==> src/rtl/fp_pkg.sv <==
// Shared binary32 definitions for the ALU floating-point units.
package fp_pkg;

  localparam int EXP_W = 8;
  localparam int FRC_W = 23;
  localparam int BIAS  = 127;

  localparam logic [31:0] QNAN = 32'h7FC0_0000;
  localparam logic [31:0] PINF = 32'h7F80_0000;
  localparam logic [31:0] MAXF = 32'h7F7F_FFFF;

  typedef struct packed {
    logic             sign;
    logic [EXP_W-1:0] exp;
    logic [FRC_W-1:0] frc;
  } fp32_t;

  typedef enum logic [2:0] {
    RM_RNE = 3'b000,
    RM_RTZ = 3'b001,
    RM_RDN = 3'b010,
    RM_RUP = 3'b011,
    RM_RMM = 3'b100
  } rmode_e;

  typedef enum logic [1:0] {
    S_IDLE,
    S_DIV,
    S_ROUND,
    S_DONE
  } state_e;

  // Subnormals count as zero: the units never operate on them.
  function automatic logic is_zero(input fp32_t a);
    return a.exp == '0;
  endfunction

  function automatic logic is_inf(input fp32_t a);
    return (a.exp == '1) && (a.frc == '0);
  endfunction

  function automatic logic is_nan(input fp32_t a);
    return (a.exp == '1) && (a.frc != '0);
  endfunction

  function automatic rmode_e decode_rmode(input logic [2:0] m);
    if (m > 3'd4) return RM_RNE;
    return rmode_e'(m);
  endfunction

endpackage

==> src/rtl/fp_round.sv <==
// Combinational binary32 rounder with overflow saturation and flush-to-zero.
module fp_round
  import fp_pkg::*;
(
  input  logic              i_sign,
  input  logic signed [9:0] i_exp,
  input  logic [23:0]       i_mant,
  input  logic              i_g,
  input  logic              i_r,
  input  logic              i_s,
  input  logic [2:0]        i_rmode,
  output logic [31:0]       o_z,
  output logic              o_ovrf,
  output logic              o_udrf
);

  rmode_e            w_mode;
  logic              w_any;
  logic              w_inc;
  logic [24:0]       w_sum;
  logic [22:0]       w_frc;
  logic signed [9:0] w_exp;
  logic              w_to_inf;

  assign w_mode = decode_rmode(i_rmode);
  assign w_any  = i_g | i_r | i_s;

  always_comb begin
    w_inc = 1'b0;
    case (w_mode)
      RM_RTZ:  w_inc = 1'b0;
      RM_RDN:  w_inc = i_sign & w_any;
      RM_RUP:  w_inc = ~i_sign & w_any;
      RM_RMM:  w_inc = i_g;
      default: w_inc = i_g & (i_r | i_s | i_mant[0]);
    endcase
  end

  // A carry out of the mantissa leaves 1.000..0, so only the exponent moves.
  assign w_sum = {1'b0, i_mant} + {24'd0, w_inc};
  assign w_frc = w_sum[24] ? w_sum[23:1] : w_sum[22:0];
  assign w_exp = i_exp + {9'd0, w_sum[24]};

  assign w_to_inf = (w_mode == RM_RNE) || (w_mode == RM_RMM) ||
                    ((w_mode == RM_RUP) && !i_sign) ||
                    ((w_mode == RM_RDN) && i_sign);

  always_comb begin
    o_ovrf = 1'b0;
    o_udrf = 1'b0;
    o_z    = {i_sign, w_exp[7:0], w_frc};
    if (w_exp >= 10'sd255) begin
      o_ovrf = 1'b1;
      o_z    = w_to_inf ? {i_sign, PINF[30:0]} : {i_sign, MAXF[30:0]};
    end else if (w_exp <= 10'sd0) begin
      o_udrf = 1'b1;
      o_z    = {i_sign, 31'd0};
    end
  end

endmodule

==> src/rtl/fp_div_iter.sv <==
// Iterative binary32 divider: radix-2 restoring mantissa division, one quotient bit per cycle.
module fp_div_iter
  import fp_pkg::*;
(
  input  logic        clk,
  input  logic        rst_n,
  input  logic        start,
  output logic        in_ready,
  input  logic [31:0] fp_X,
  input  logic [31:0] fp_Y,
  input  logic [2:0]  r_mode,
  output logic        out_valid,
  input  logic        out_ready,
  output logic [31:0] fp_Z,
  output logic        ovrf,
  output logic        udrf,
  output logic        div_zero
);

  state_e            r_state;
  state_e            w_next;
  logic              r_sign;
  logic signed [9:0] r_exp;
  logic [24:0]       r_rem;
  logic [23:0]       r_divisor;
  logic [25:0]       r_quo;
  logic [4:0]        r_cnt;
  logic [2:0]        r_rmode;
  logic [31:0]       r_z;
  logic              r_ovrf;
  logic              r_udrf;
  logic              r_dz;

  fp32_t             w_x;
  fp32_t             w_y;
  logic              w_sign;
  logic              w_zx, w_zy, w_ix, w_iy, w_nx, w_ny;
  logic              w_special;
  logic [31:0]       w_spec_z;
  logic              w_spec_dz;
  logic [23:0]       w_mx;
  logic [23:0]       w_my;
  logic              w_adj;
  logic [24:0]       w_rem_init;
  logic signed [9:0] w_exp_init;
  logic              w_rem_ge;
  logic [24:0]       w_diff;
  logic [24:0]       w_rem_next;
  logic [31:0]       w_round_z;
  logic              w_round_ovrf;
  logic              w_round_udrf;

  assign w_x    = fp_X;
  assign w_y    = fp_Y;
  assign w_sign = w_x.sign ^ w_y.sign;
  assign w_zx   = is_zero(w_x);
  assign w_zy   = is_zero(w_y);
  assign w_ix   = is_inf(w_x);
  assign w_iy   = is_inf(w_y);
  assign w_nx   = is_nan(w_x);
  assign w_ny   = is_nan(w_y);

  assign w_special = w_zx | w_zy | w_ix | w_iy | w_nx | w_ny;

  always_comb begin
    w_spec_z  = QNAN;
    w_spec_dz = 1'b0;
    if (w_nx || w_ny || (w_zx && w_zy) || (w_ix && w_iy)) begin
      w_spec_z = QNAN;
    end else if (w_ix) begin
      w_spec_z = {w_sign, PINF[30:0]};
    end else if (w_iy) begin
      w_spec_z = {w_sign, 31'd0};
    end else if (w_zy) begin
      w_spec_z  = {w_sign, PINF[30:0]};
      w_spec_dz = 1'b1;
    end else begin
      w_spec_z = {w_sign, 31'd0};
    end
  end

  // Pre-align so the first quotient bit is always the integer 1.
  assign w_mx       = {1'b1, w_x.frc};
  assign w_my       = {1'b1, w_y.frc};
  assign w_adj      = w_mx < w_my;
  assign w_rem_init = w_adj ? {w_mx, 1'b0} : {1'b0, w_mx};
  assign w_exp_init = {2'b00, w_x.exp} - {2'b00, w_y.exp} + 10'd127 - {9'd0, w_adj};

  assign w_rem_ge   = r_rem >= {1'b0, r_divisor};
  assign w_diff     = w_rem_ge ? (r_rem - {1'b0, r_divisor}) : r_rem;
  assign w_rem_next = w_diff << 1;

  fp_round u_round (
    .i_sign  (r_sign),
    .i_exp   (r_exp),
    .i_mant  (r_quo[25:2]),
    .i_g     (r_quo[1]),
    .i_r     (r_quo[0]),
    .i_s     (r_rem != '0),
    .i_rmode (r_rmode),
    .o_z     (w_round_z),
    .o_ovrf  (w_round_ovrf),
    .o_udrf  (w_round_udrf)
  );

  always_ff @(posedge clk or negedge rst_n) begin
    if (!rst_n) r_state <= S_IDLE;
    else        r_state <= w_next;
  end

  always_comb begin
    w_next    = r_state;
    in_ready  = 1'b0;
    out_valid = 1'b0;
    case (r_state)
      S_IDLE: begin
        in_ready = 1'b1;
        if (start) w_next = w_special ? S_DONE : S_DIV;
      end
      S_DIV: begin
        if (r_cnt == 5'd25) w_next = S_ROUND;
      end
      S_ROUND: w_next = S_DONE;
      S_DONE: begin
        out_valid = 1'b1;
        if (out_ready) w_next = S_IDLE;
      end
      default: w_next = S_IDLE;
    endcase
  end

  always_ff @(posedge clk or negedge rst_n) begin
    if (!rst_n) begin
      r_sign    <= 1'b0;
      r_exp     <= '0;
      r_rem     <= '0;
      r_divisor <= '0;
      r_quo     <= '0;
      r_cnt     <= '0;
      r_rmode   <= '0;
      r_z       <= '0;
      r_ovrf    <= 1'b0;
      r_udrf    <= 1'b0;
      r_dz      <= 1'b0;
    end else begin
      case (r_state)
        S_IDLE: begin
          if (start) begin
            r_sign  <= w_sign;
            r_rmode <= r_mode;
            if (w_special) begin
              r_z    <= w_spec_z;
              r_dz   <= w_spec_dz;
              r_ovrf <= 1'b0;
              r_udrf <= 1'b0;
            end else begin
              r_rem     <= w_rem_init;
              r_divisor <= w_my;
              r_exp     <= w_exp_init;
              r_quo     <= '0;
              r_cnt     <= '0;
            end
          end
        end
        S_DIV: begin
          r_rem <= w_rem_next;
          r_quo <= {r_quo[24:0], w_rem_ge};
          r_cnt <= r_cnt + 5'd1;
        end
        S_ROUND: begin
          r_z    <= w_round_z;
          r_ovrf <= w_round_ovrf;
          r_udrf <= w_round_udrf;
          r_dz   <= 1'b0;
        end
        default: ;
      endcase
    end
  end

  assign fp_Z     = r_z;
  assign ovrf     = r_ovrf;
  assign udrf     = r_udrf;
  assign div_zero = r_dz;

endmodule

==> config.mk <==
export PLATFORM = sky130hd
export DESIGN_NAME = fp_div_iter
export DESIGN_NICKNAME = d
export VERILOG_FILES = /design/src/rtl/fp_pkg.sv /design/src/rtl/fp_round.sv /design/src/rtl/fp_div_iter.sv
export SDC_FILE = /design/constraint.sdc
export NUM_CORES = 1
export LEC_CHECK = 0
export CAP_MARGIN = 10
export CORE_MARGIN = 2
export CORE_UTILIZATION = 45
export DETAILED_ROUTE_END_ITERATION = 8
export PLACE_DENSITY = 0.66
export SKIP_LAST_GASP = 1
export SYNTH_ARGS = -nofsm -noshare
export SYNTH_HDL_FRONTEND = slang
export SYNTH_HIERARCHICAL = 1
export SYNTH_SLANG_ARGS = --single-unit
==> constraint.sdc <==
create_clock -name clk -period 10.7 [get_ports clk]
set_clock_uncertainty 0.1 [all_clocks]
set_input_delay 1.07 -clock clk [delete_from_list [all_inputs] [get_ports clk]]
set_output_delay 1.07 -clock clk [all_outputs]
set_load 0.02 [all_outputs]
Word-level counts from Yosys, hierarchy flattened. Index checks and enable logic that the tools add are counted. Widths: inputs -> output; s select.

Output and inout port bits: 37. Flip-flop bits (word level): 131. Input port bits: 71.

Mux-type cells: 47. Reductions and logical operators: 31. Equal/unequal tests: 15. Magnitude comparators: 5. $add $sub $neg: 7. Bitwise logic cells: 15.

Operators with widths (number): $mux 31 (5); $mux 32 (3); $mux 25 (3); $pmux 32 s2 (1); $mux 26 (2); $pmux 26 s2 (1); $pmux 25 s2 (1); $mux 24 (2); $logic_not 23->1 (2); $reduce_bool 23->1 (2); $add 24x1->25 (1); $ge 25x24->1 (1); $reduce_bool 25->1 (1); $lt 24x24->1 (1); $sub 24x24->24 (1); $mux 23 (1); $eq 8x8->1 const B (2); $logic_not 8->1 (2); $mux 1 (14); $reduce_and 3->1 (4); $add 10x1->10 (1); $add 9x8->10 const B (1); $ge 10x9->1 const B (1); $le 10x1->1 const B (1); 29 further kinds (66).

Depth between registers and ports, before layout.
Depth in word-level cells: 11. Gate-level depth with buffers: 23. Gate-level depth less buffers: 21.

Hierarchy. The synthesis kept the hierarchy.

Modules (own cells, without submodules): fp_div_iter (instances 1, cells each 942, area each 8455.6 um2, seq. area each 3278.1 um2); fp_round (instances 1, cells each 186, area each 1260.0 um2, seq. area each 0.0 um2).

Least setup slack after synthesis. No wires, ideal clock.

Path kind: register to register. Start point: reg r_rem[20]. End point: reg r_z[10], in the netlist fp_Z[10]. Slack: 5.614 ns. Data required time: 10.479 ns. Period minus slack after synthesis: 5.086 ns. Arrival: 4.865 ns. Cell stages (with the launch flop): 22. Library setup time: 0.121 ns. Path buffers: 2. Cell sequence: dfrtp_1 > or4_1 > nor4_1 > nand4_1 > nor4_1 > nor3_1 > o32a_1 > ha_1 > ha_1 > and2_1 > nand4_2 > nor3_2 > buf_2 > ha_1 > ha_1 > and3_1 > and2_1 > xor2_1 > o211ai_1 > clkbuf_1 > o21ai_0 > a22o_1.

Word-level cells in the longest chain between the ends: 11. Elaborated cells between the ends (all ways): 16. Those cells by class: add/sub (2); order compare (2); mux (5); bitwise (6); reduce/logical (1).

RTL lines: from (decl) (line fp_div_iter.sv:24) `logic [24:0] r_rem;`; from (signal assigned) (line fp_div_iter.sv:157) `r_rem <= w_rem_init;`; from (signal assigned) (line fp_div_iter.sv:166) `r_rem <= w_rem_next;`; $reduce_bool 25->1 * (line fp_div_iter.sv:99) `.i_s (r_rem != '0),`; $or 1x1->1 (2 in series) (line fp_round.sv:35) `default: w_inc = i_g & (i_r | i_s | i_mant[0]);`; $and 1x1->1 (line fp_round.sv:35); $pmux 1 s4 * (line fp_round.sv:30) `case (w_mode)`; $add 24x1->25 * (line fp_round.sv:40) `assign w_sum = {1'b0, i_mant} + {24'd0, w_inc};`; $add 10x1->10 (line fp_round.sv:42) `assign w_exp = i_exp + {9'd0, w_sum[24]};`; $le 10x1->1 (line fp_round.sv:55) `end else if (w_exp <= 10'sd0) begin`; $mux 31 (line fp_round.sv:55); $mux 31 * (line fp_round.sv:52) `if (w_exp >= 10'sd255) begin`; named net w_round_z[10] (line fp_div_iter.sv:49) `logic [31:0] w_round_z;`; $pmux 32 s2 * (line fp_div_iter.sv:146) `case (r_state)`; to (signal assigned) (line fp_div_iter.sv:152) `r_z <= w_spec_z;`; to (signal assigned) (line fp_div_iter.sv:171) `r_z <= w_round_z;`; to (decl) (line fp_div_iter.sv:29) `logic [31:0] r_z;`.

Mark *: on every way through the listed nets, which the timed path passes. The rest lies on a longest branch. A chain may end at the register's enable or synchronous reset.

Final worst setup path.
Start point: reg r_rem[20]. End point: reg r_z[2], in the netlist fp_Z[2].

The elaborated chain is that of the path after synthesis.

==> flow_summary.json <==
{
  "synth_xor_area_frac": 0.0486,
  "area_growth_pct": 18.3,
  "holdBufCountCts": 0,
  "clockBufferDepth": 2,
  "port-buffer-count": 107,
  "synth.mux.area_fraction": 0.0408,
  "rows": 53,
  "required_ps": 10960,
  "power.density_nw_per_um2": 270,
  "fp.dieW_um": 151,
  "worst-setup-path-type": "reg -> reg",
  "fin_nets": 1360,
  "worstPathArrival_ps": 6570,
  "drive_above_1_share": 0.0784,
  "final_antenna_net_count": 0,
  "status": "finished, final reports clean",
  "num_antenna_cells": 0,
  "syn_area_per_cell_um2": 8.61,
  "finalWeightedCongestion": 0.884,
  "synth-seq-cells": 131,
  "clk_latency_ps": 430,
  "synth-async-reset-ratio": 1.00,
  "end_kind": "flop",
  "grt_use_total": 0.237,
  "grt_pass1_vias": 8392,
  "hp-class": "reg -> reg",
  "syn_inst": 1128,
  "period_needed_ps": 6300,
  "synth.cell_area_um2": 9720,
  "overflow": 0,
  "max-cap-violations": 0,
  "placed_cells": 1468,
  "drc_errors": 0,
  "synth_compound_area_frac": 0.219,
  "synthAdderAreaFrac": 0.101,
  "yosysMostFrequentCell": "nand2_1",
  "power.leakage_uw": 0.00490,
  "synth_edf_count": 0,
  "synthSimpleGateAreaFrac": 0.194,
  "worst_slack_ps": 4400,
  "synth_top_flop_cell": "dfrtp_1",
  "routed_wl_um": 25900,
  "worstPathMaxFanout": 23,
  "rsz0062_at_grt": "false",
  "synth_top_area_frac": 0.337,
  "die_area_um2": 22800,
  "worstMarginPinSlew_ps": 1180,
  "synth_top_family_by_area": "compound AO/OA/AOI/OAI gates",
  "drv_slew": 0,
  "antenna_found_initial": 0,
  "cts_buffers": 17,
  "yosys.area.top_type": "dfrtp_1",
  "final_area_um2": 11500,
  "initial_utilization": 0.461,
  "timing.slew.headroom": 0.211,
  "cts_tree": "yes",
  "first_pass_iters": 7,
  "syn_nets": 1276,
  "synth_commonest_cells": "186 x nand2_1, 131 x dfrtp_1, 89 x o21ai_0",
  "wire_per_inst_um": 17.3,
  "clk_pin_slew_ps": 60,
  "cts.sinks": 131,
  "vias": 8576,
  "yosysSeqAreaShare": 0.337,
  "post_cts_resized": 0,
  "synth.distinct_cells": 79,
  "htreeDepth": 4,
  "nFillCells": 1986,
  "utilization": 0.545,
  "grt_pass1_wl_um": 42900,
  "dp_slack_ps": 4460,
  "cts_setup_buffers": 0,
  "peakVddDrop_mv": 0.137,
  "place_area_um2": 11000,
  "setup-tns-final_ps": 0,
  "first_iter_violations": 504,
  "fmax_mhz": 159,
  "startpoint_type": "flop",
  "synth_warnings": 6,
  "clock-root-buffer": "clkbuf_16",
  "pin_count": 108,
  "min_period_over_period": 0.589,
  "core_um2": 21100,
  "grt_max_degree": 71,
  "dp_hpwl_um": 19300,
  "timing_hold_violations_final": 0,
  "finalSetupViolCount": 0,
  "yosys-top-cells-area": "dfrtp_1 34%, ha_1 9.5%, nand2_1 7.2%",
  "via_per_inst": 5.72,
  "fin_cells": 1499,
  "fp.dieH_um": 151
}
-- per-layer routing --
metal	up-vias	GRT usage	wire length (µm)
met3	34	0.0407	1160
li1	4237	-	-
met5	-	0	0
met2	198	0.395	12100
met1	4107	0.315	12000
met4	0	0.0734	608
-- state kept, by name, summed over array words and instances, names as in the netlist --
signal and count:
udrf 1, r_exp 10, r_cnt 5, r_divisor 24, r_state 2, ovrf 1, div_zero 1, r_rem 25
fp_Z 32, r_quo 26, r_sign 1, r_rmode 3
-- stage by stage --
stage          total power [µW]  hold slack, ps
2_1_floorplan              2120             318
3_3_place_gp               2520             344
3_5_place_dp               2540             343
4_1_cts                    3100             356
5_1_grt                    3350             372
6_report                   3100             362
-- area by class of cell --
class                      count  area (µm²)  area share
tap                          275         344      0.0299
clock inverter                12        97.6     0.00849
multi-input combinational    863        5880       0.511
inverter                      83         312      0.0271
timing repair buffer         116        1140      0.0992
sequential                   131        3280       0.285
clock buffer                  19         443      0.0385
-- cells by family (layout without fill, tap and decap cells) --
kind of cell | count (synthesis) | count (layout)
flip-flops | 131 | 131
AND/OR/NAND/NOR | 378 | 378
adder cells (fa/ha/maj) | 77 | 77
buffers and inverters | 134 | 230
XOR/XNOR | 53 | 53
AO/OA/AOI/OAI | 319 | 319
multiplexers | 36 | 36
-- power by group --
group | switching [µW] | total [µW] | internal [µW] | leakage [µW]
clock | 239 | 544 | 306 | 0.000269
sequential | 127 | 779 | 652 | 0.00165
combinational | 1050 | 1770 | 723 | 0.00299
total | 1420 | 3100 | 1680 | 0.00490
-- worst max-delay path, cell delays in order (launching register included) --
cell and delay, ps:
dfrtp_1 420, or4_1 560, nor4_1 260, nand4_1 260
nor4_1 350, nor3_1 80, o32a_1 370, ha_1 230
ha_1 240, and2_1 200, nand4_2 220, nor3_2 70
buf_4 200, ha_1 240, ha_1 240, and3_1 240
and2_1 200, xnor2_1 220, nand4b_1 770, o41ai_1 600
a22o_1 170
-- cell usage in the layout, fill, tap and decap left out, types with 7 or more instances in the layout --
cell and count:
nand2_1 186, a21o_1 22, mux2i_1 10, nand3_1 19, nor2_1 37, xnor2_1 29, nor2b_1 7, or3_1 7
o22ai_1 21, clkdlybuf4s50_1 106, o31ai_1 16, xor2_1 23, and3_1 11, o31a_1 7, buf_4 9, o21ai_0 89
a31oi_1 23, mux2_2 25, clkbuf_16 17, and2_1 7, a21oi_1 53, nor3_1 21, ha_1 74, a22o_1 28
nand4_1 17, nor4_1 25, dfrtp_1 131, inv_1 83
-- final timing paths --
check	startpoint	end	slack (ps)	cells past startpoint
max	r_rem[20]	fp_Z[2]	4400	20
min	r_divisor[23]	r_divisor[23]	360	2
max reg2reg	r_rem[20]	fp_Z[2]	4400	20
min reg2reg	r_divisor[23]	r_divisor[23]	360	2
max in group asynchronous	rst_n	r_rem[19]	8670	2
min in group asynchronous	rst_n	fp_Z[28]	490	1
No activity file was read; power rests on OpenSTA's default activity.
